==> config.mk <==
export PLATFORM = sky130hd
export DESIGN_NAME = gshare_predictor
export DESIGN_NICKNAME = d
export VERILOG_FILES = /design/src/rtl/gshare_predictor.sv
export SDC_FILE = /design/constraint.sdc
export NUM_CORES = 2
export LEC_CHECK = 0
export CAP_MARGIN = 20
export CORE_UTILIZATION = 40
export CTS_CLUSTER_DIAMETER = 50
export CTS_CLUSTER_SIZE = 12
export DETAILED_ROUTE_END_ITERATION = 10
export PLACE_DENSITY_LB_ADDON = 0.25
export SLEW_MARGIN = 20
export SYNTH_ARGS = -nofsm -noshare
export SYNTH_HDL_FRONTEND = slang
export SYNTH_SLANG_ARGS = --single-unit
==> constraint.sdc <==
create_clock -name clk_in -period 7.4 [get_ports clk_in]
set_input_delay 1.85 -clock clk_in [delete_from_list [all_inputs] [get_ports clk_in]]
set_output_delay 1.85 -clock clk_in [all_outputs]
set_load 0.005 [all_outputs]
==> src/rtl/gshare_predictor.sv <==
// Branch direction/target predictor: bimodal or gshare-indexed saturating counters,
// speculative global history with mispredict recovery, and a saturating mispredict counter.
module gshare_predictor #(
  parameter int IDX_BITS = 9,
  parameter int CTR_BITS = 2,
  parameter int GHR_BITS = 8,
  parameter bit MODE     = 1'b1
) (
  input  logic                clk_in,
  input  logic                rst_n_in,
  input  logic                rdy_in,
  input  logic                fetch_valid_from_fetcher,
  input  logic [31:0]         pc_from_fetcher,
  input  logic [31:0]         inst_from_fetcher,
  output logic                jump_predict_flag_to_fetcher,
  output logic [31:0]         target_to_fetcher,
  output logic [GHR_BITS-1:0] ghr_to_fetcher,
  input  logic                enable_from_reorderbuffer,
  input  logic [31:0]         inst_addr_from_reorderbuffer,
  input  logic                jump_result_from_reorderbuffer,
  input  logic [GHR_BITS-1:0] ghr_from_reorderbuffer,
  input  logic                mispredict_from_reorderbuffer,
  output logic [15:0]         mispredict_cnt_out
);

  localparam logic [6:0] OP_JAL    = 7'b1101111;
  localparam logic [6:0] OP_BRANCH = 7'b1100011;
  localparam int ENTRIES = 1 << IDX_BITS;
  localparam logic [CTR_BITS-1:0] CTR_MAX  = '1;
  localparam logic [CTR_BITS-1:0] CTR_ZERO = '0;
  localparam logic [CTR_BITS-1:0] CTR_INIT = {1'b0, {(CTR_BITS-1){1'b1}}};

  logic [CTR_BITS-1:0] pht [ENTRIES];
  logic [GHR_BITS-1:0] ghr;
  logic [15:0]         mispredict_cnt;

  // History only folds into the index in gshare mode; zero-extended to the index width.
  function automatic logic [IDX_BITS-1:0] table_index(input logic [31:0] pc,
                                                      input logic [GHR_BITS-1:0] hist);
    logic [IDX_BITS-1:0] fold;
    fold = MODE ? IDX_BITS'(hist) : '0;
    return pc[IDX_BITS+1:2] ^ fold;
  endfunction

  logic [6:0]          opcode;
  logic                is_jal;
  logic                is_branch;
  logic [31:0]         imm_j;
  logic [31:0]         imm_b;
  logic [IDX_BITS-1:0] lookup_idx;
  logic                ctr_taken;
  logic                branch_taken;

  assign opcode       = inst_from_fetcher[6:0];
  assign is_jal       = (opcode == OP_JAL);
  assign is_branch    = (opcode == OP_BRANCH);
  assign imm_j        = {{12{inst_from_fetcher[31]}}, inst_from_fetcher[19:12],
                         inst_from_fetcher[20], inst_from_fetcher[30:21], 1'b0};
  assign imm_b        = {{20{inst_from_fetcher[31]}}, inst_from_fetcher[7],
                         inst_from_fetcher[30:25], inst_from_fetcher[11:8], 1'b0};
  assign lookup_idx   = table_index(pc_from_fetcher, ghr);
  assign ctr_taken    = pht[lookup_idx][CTR_BITS-1];
  assign branch_taken = is_branch & ctr_taken;

  assign jump_predict_flag_to_fetcher = is_jal | branch_taken;
  assign target_to_fetcher = is_jal       ? pc_from_fetcher + imm_j :
                             branch_taken ? pc_from_fetcher + imm_b :
                                            pc_from_fetcher + 32'd4;
  assign ghr_to_fetcher     = ghr;
  assign mispredict_cnt_out = mispredict_cnt;

  // Handshake: fetch_valid_from_fetcher means this cycle's prediction is consumed
  // (branches then shift history); rdy_in low at an edge drops every update outright.
  logic                update_en;
  logic                recover;
  logic                spec_shift;
  logic [IDX_BITS-1:0] train_idx;
  logic [CTR_BITS-1:0] train_ctr;
  logic [CTR_BITS-1:0] train_next;
  logic [GHR_BITS:0]   spec_hist;
  logic [GHR_BITS:0]   recover_hist;

  assign update_en    = rdy_in & enable_from_reorderbuffer;
  assign recover      = update_en & mispredict_from_reorderbuffer;
  assign spec_shift   = rdy_in & fetch_valid_from_fetcher & is_branch;
  assign train_idx    = table_index(inst_addr_from_reorderbuffer, ghr_from_reorderbuffer);
  assign train_ctr    = pht[train_idx];
  assign spec_hist    = {ghr, ctr_taken};
  assign recover_hist = {ghr_from_reorderbuffer, jump_result_from_reorderbuffer};

  always_comb begin
    train_next = train_ctr;
    if (jump_result_from_reorderbuffer) begin
      if (train_ctr != CTR_MAX) train_next = train_ctr + 1'b1;
    end else if (train_ctr != CTR_ZERO) begin
      train_next = train_ctr - 1'b1;
    end
  end

  always_ff @(posedge clk_in or negedge rst_n_in) begin
    if (!rst_n_in) begin
      for (int i = 0; i < ENTRIES; i++) pht[i] <= CTR_INIT;
    end else if (update_en) begin
      pht[train_idx] <= train_next;
    end
  end

  // Recovery wins over a speculative shift in the same cycle.
  always_ff @(posedge clk_in or negedge rst_n_in) begin
    if (!rst_n_in) begin
      ghr <= '0;
    end else if (recover) begin
      ghr <= recover_hist[GHR_BITS-1:0];
    end else if (spec_shift) begin
      ghr <= spec_hist[GHR_BITS-1:0];
    end
  end

  always_ff @(posedge clk_in or negedge rst_n_in) begin
    if (!rst_n_in) begin
      mispredict_cnt <= '0;
    end else if (recover && mispredict_cnt != 16'hFFFF) begin
      mispredict_cnt <= mispredict_cnt + 16'd1;
    end
  end

  logic unused_bits;
  assign unused_bits = ^{inst_addr_from_reorderbuffer, spec_hist[GHR_BITS], recover_hist[GHR_BITS]};

endmodule
After elaboration in Yosys (flattened, before gate mapping)
Index checks and enable logic that the tools add are counted.

operators by class
  add/sub/neg operators = 6
  $lt $le $gt $ge = 3
  equal/unequal tests = 4
  multiplexer cells = 16
  bitwise logic cells = 10
  reductions and logical operators = 4

operator list
  kind                   number
  $bwmux 1024            1
  $add 32x32->32         2
  $mux 32                2
  $bmux 2 s9             2
  $add 32x3->32 const B  1
  $ge 10x10->1 const B   2
  $not 9->10             2
  $demux 2 s9            1
  $xor 9x8->9            2
  $add 16x1->16 const B  1
  $mux 2                 8
  $mux 8                 2
  $ne 16x16->1 const B   1
  $eq 7x7->1 const B     2
  $lt 10x1->1 const B    1
  $and 1x1->1            5
  $reduce_bool 2->1      2
  $add 2x1->2 const B    1
  $logic_and 1x1->1      2
  $ne 2x2->1 const B     1
  $sub 2x1->2 const B    1
  $or 1x1->1             1

storage, ports and cells
  register bits after elaboration = 1,048
  word-level logic and storage cells = 557

Longest topological paths before layout
  word-level depth = 9
  depth in mapped cells = 18
  depth with buffers taken out = 14

Worst setup path before layout
Ideal clock, no wire load.

  path kind = input-to-output
  from = in pc_from_fetcher[2]
  to = out target_to_fetcher[24]
  arrival time = 5,105 ps
  required time = 5,550 ps
  setup slack = 445 ps
  stages = 18
  path buffers = 7
  path through = buf_2 > xnor2_4 > buf_6 > buf_2 > buf_2 > buf_4 > nand2_1 > a21oi_1 > a21oi_1 > o211ai_1 > o211ai_1 > a21oi_1 > o32ai_1 > or3_1 > clkbuf_1 > buf_2 > o211a_1 > a2bb2oi_1

between the ends
  cells in the longest elaborated chain, start to end = 8
  elaborated cells between the ends (all ways) = 11
  those cells by class = add/sub (3); mux (5); bitwise (3)

ends and longest elaborated chain
  what                                       RTL line  source
  start: declaration                         13        input logic [31:0] pc_from_fetcher,
  $xor 9x8->9                                42        return pc[IDX_BITS+1:2] ^ fold;
  $not 9->10 (implied by the code)           62        assign ctr_taken = pht[lookup_idx][CTR_BITS-1];
  $bmux 2 s9                                 62
  $mux 2 (implied by the code) (2 in a row)  62
  $and 1x1->1                                63        assign branch_taken = is_branch & ctr_taken;
  $mux 32                                    67        branch_taken ? pc_from_fetcher + imm_b :
  $mux 32 *                                  66        assign target_to_fetcher = is_jal ? pc_from_fetcher + imm_j :
  end: declaration                           16        output logic [31:0] target_to_fetcher,

Mark *: on every way between the ends. The rest lies on a longest branch, timed or not. The select of a mux whose other input is x is not followed.

Worst setup path after layout
  from = in pc_from_fetcher[3]
  to = out target_to_fetcher[22]

The elaborated chain is that of the path after synthesis.

==> summary.md <==
| Metric | Value |
|---|---|
| Initial antenna violation count | 9 |
| RD Place Congestion | 0.9513 |
| Crit-path max FO | 14 |
| Avg Cell Area, Syn | 11.47 um2 |
| Vias in the first global route | 44.59k |
| R2R setup slack | 3240 ps |
| Yosys warnings | 0 |
| Top delay family on crit path | compound AO/OA/AOI/OAI gates |
| Largest net degree at the start of global routing | 173 |
| Crit path DAT | roughly 5700 ps |
| Yosys top cell by area | dfstp_2 |
| Outcome | finished with violations |
| Max Cap Viol | 0 |
| Final hold vios | 0 |
| H-tree Lvls | 3 |
| TritonCTS Buffers | 117 |
| Maximum clock frequency | 0.1331 GHz |
| Synth Register Bits | 1048 |
| Startpoint Class | primary input |
| Die Span X | between 300 and 400 um |
| Top FF cell, synth | dfrtp_1 |
| Hold crit path type | reg2reg |
| Final nets | 5563 |
| Max stage delay on crit path | 400 ps |
| Crit path cell chain | buf_8 -> buf_12 -> xor2_4 -> buf_12 -> buf_16 -> nand2_2 -> buf_12 -> a21oi_1 -> a21oi_1 -> o21ai_2 -> nand4_1 -> a22o_1 -> a32o_2 -> buf_4 -> or3_4 -> buf_12 -> buf_4 -> o221a_2 -> a2bb2oi_2 -> clkbuf_2 |
| Cell with the most instances after synthesis | nand2_1 |
| Post-synth top area share | 23.33% |
| Layout area overhead | 20.66% |
| Worst setup margin | -110.4 ps |
| Io pins | 168 |
| Total Routed Length | 204300 um |
| Row count | 138 |
| Root buf cell | clkbuf_16 |
| Peak supply drop | approximately 0.0002 V |
| Util after Layout | between 40% and 50% |
| Seq/Total Area, Yosys | 46.59% |
| DR WL/cell | about 28 um |
| Layout cells sized above 1 | 44.55% |
| GRT Overall Usage | 27.74% |
| 1st-iter DRT viols | a little under 5k |
| PD cells | 229.4 nW/um2 |
| Fin Clk Skew | 86.89 ps |
| Vias per cell | ~6.0 |
| RSZ-0062 raised after global routing | true |
| Crit path top cell by count | buf_12 |
| Total number of vias | 44.62k |
| Power Total | 15.96 mW |
| Hold Slack | around 470 ps |
| Worst path slowest cell | a22o_1 |
| Post-Synthesis Cells | 5026 |
| Die Area | 145700 um2 |
| Top post-synthesis cells by count | nand2_1, mux2_2, dfrtp_1 |
| Final antenna-violating net count | 0 |
| CTS sink cnt | 1048 |
| Final Cycle Share | 101.5% |
| Worst slew pin tran | 1250 ps |
| Final setup vio count | 9 |
| Failing checks | setup timing |
| Die H | 381.7 um |
| CTS tree | done |
| Ranking of synthesized cells by area | dfstp_2, dfrtp_1, mux2_2 |
| Clock-pin slew on the worst setup and hold paths | 50 ps |
| Port bufs | 142 |
| Critical Path RT | 5550 ps |
| Static Leak | 28.20 nW |
| DP HPWL | 138600 um |
| Global-route wire length before repair | between 300000 and 400000 um |
| Yosys cell types | 73 |
| Skew-Pair Late Insertion Delay | 800 ps |
| Clock Path Buffers | 3 |
| Final global-route overflow total | 0 |
| Starting Density | 40.53% |
| Headroom to the max-slew limit | ~16% |
| WP buf/inv | 9 |
| Mapped cell area | 57660 um2 |
| Worst setup EP type | output pin |
| Tmin final | about 7500 ps |
| Post-synth net total | 5184 |
| Ys async rst share | 100.0% |
| First-pass iteration count of the detailed router | 6 |
| Critical path class | in2out |
| Post-CTS Hold Buffers | 0 |
| DRC viols | 0 |
| Core box area | 142300 um2 |
| Post-synth EDFFs | 0 |
| Slew Limit Fails | 0 |
## registers in the layout (all words and copies together) (netlist names)
signal              flops
pht                  1024
ghr_to_fetcher          8
mispredict_cnt_out     16
## final timing paths
kind	from	cells past startpoint	end
worst min-delay path	pht[642]	2	pht[642]
worst max register to register	pht[194]	11	pht[261]
worst max-delay path	pc_from_fetcher[3]	20	target_to_fetcher[22]
worst min register to register	pht[642]	2	pht[642]
max in group asynchronous	rst_n_in	2	pht[129]
min in group asynchronous	rst_n_in	1	pht[327]
## cells in the final DEF, fill, tap and decap left out, types with 23 or more instances in the layout
cell type / synthesis / routed
o21ai_0: 337 / 324
clkbuf_1: 217 / 38
mux2i_1: 104 / 101
buf_12: 0 / 66
a21oi_1: 120 / 111
mux4_2: 310 / 310
xnor2_1: 51 / 44
nor2_4: 0 / 23
a31oi_1: 28 / 26
buf_4: 32 / 375
xor2_1: 50 / 39
dfrtp_1: 536 / 536
nand3_1: 86 / 79
nand2_1: 847 / 839
a22oi_1: 55 / 51
clkbuf_16: 0 / 120
o22ai_1: 33 / 25
nor3_1: 42 / 37
dfstp_2: 512 / 512
inv_1: 28 / 27
clkdlybuf4s50_1: 0 / 102
nor2_1: 401 / 363
ha_1: 45 / 43
mux2_2: 771 / 770
nand4_1: 38 / 38
## per-layer routing
layer	vias up	wire length, um	track usage [%]
met4	12	9006	11.43
met5	-	103	0
met2	1974	90180	41.47
li1	19171	-	-
met1	23043	86170	38.36
met3	424	18870	6.916
## per-stage QoR
stage	std cells	worst slack [ps]	area, um2	setup TNS (ps)
3_5_place_dp	7121	-1062	64110	-28720
2_1_floorplan	5026	444.7	57660	0
6_report	7400	-110.4	69580	-450.7
4_1_cts	7376	-103.1	69100	-595.2
5_1_grt	7396	-122.5	69570	-906.6
3_3_place_gp	7121	-1090	64110	-29880
## area by class of cell
cell class	instances	area (um2)
diodes	4	10.01
well taps	1890	2365
fillers	12742	72700
multi-input cells	3594	30280
flip-flops and latches	1048	26870
clock buffers	174	3332
clock inverters	46	638.1
repair buffers	616	5981
inverters	28	107.6
## power breakdown
group	switching [mW]	internal (mW)	total (mW)
Sequential	0.174	6.01	6.18
Clock	2.59	3.52	6.10
Combinational	2.25	1.42	3.68
## worst min-delay path, cell delays in order, from the launching register on
cell,delay (ps)
dfstp_2,360
nand2_1,40
o21ai_0,60
## timing repair
item	CTS	global route
pin swaps	47	18
buffers inserted	31	18
setup endpoints to repair	32	31
cloned	4	3
endpoints found under the hold margin	0	0
resized for setup	218	97
## cells by family (layout without fill, tap and decap cells)
logic type,Yosys count,count (layout),synth area share (%)
AND/OR/NAND/NOR,1495,1495,10.58
other,0,4,0
AO/OA/AOI/OAI,763,763,8.161
buffers and inverters,384,864,3.025
adder cells (fa/ha/maj),48,48,1.065
flip-flops,1048,1048,46.59
XOR/XNOR,103,103,1.610
multiplexers,1185,1185,28.97
Power figures use the tool's default switching activity.
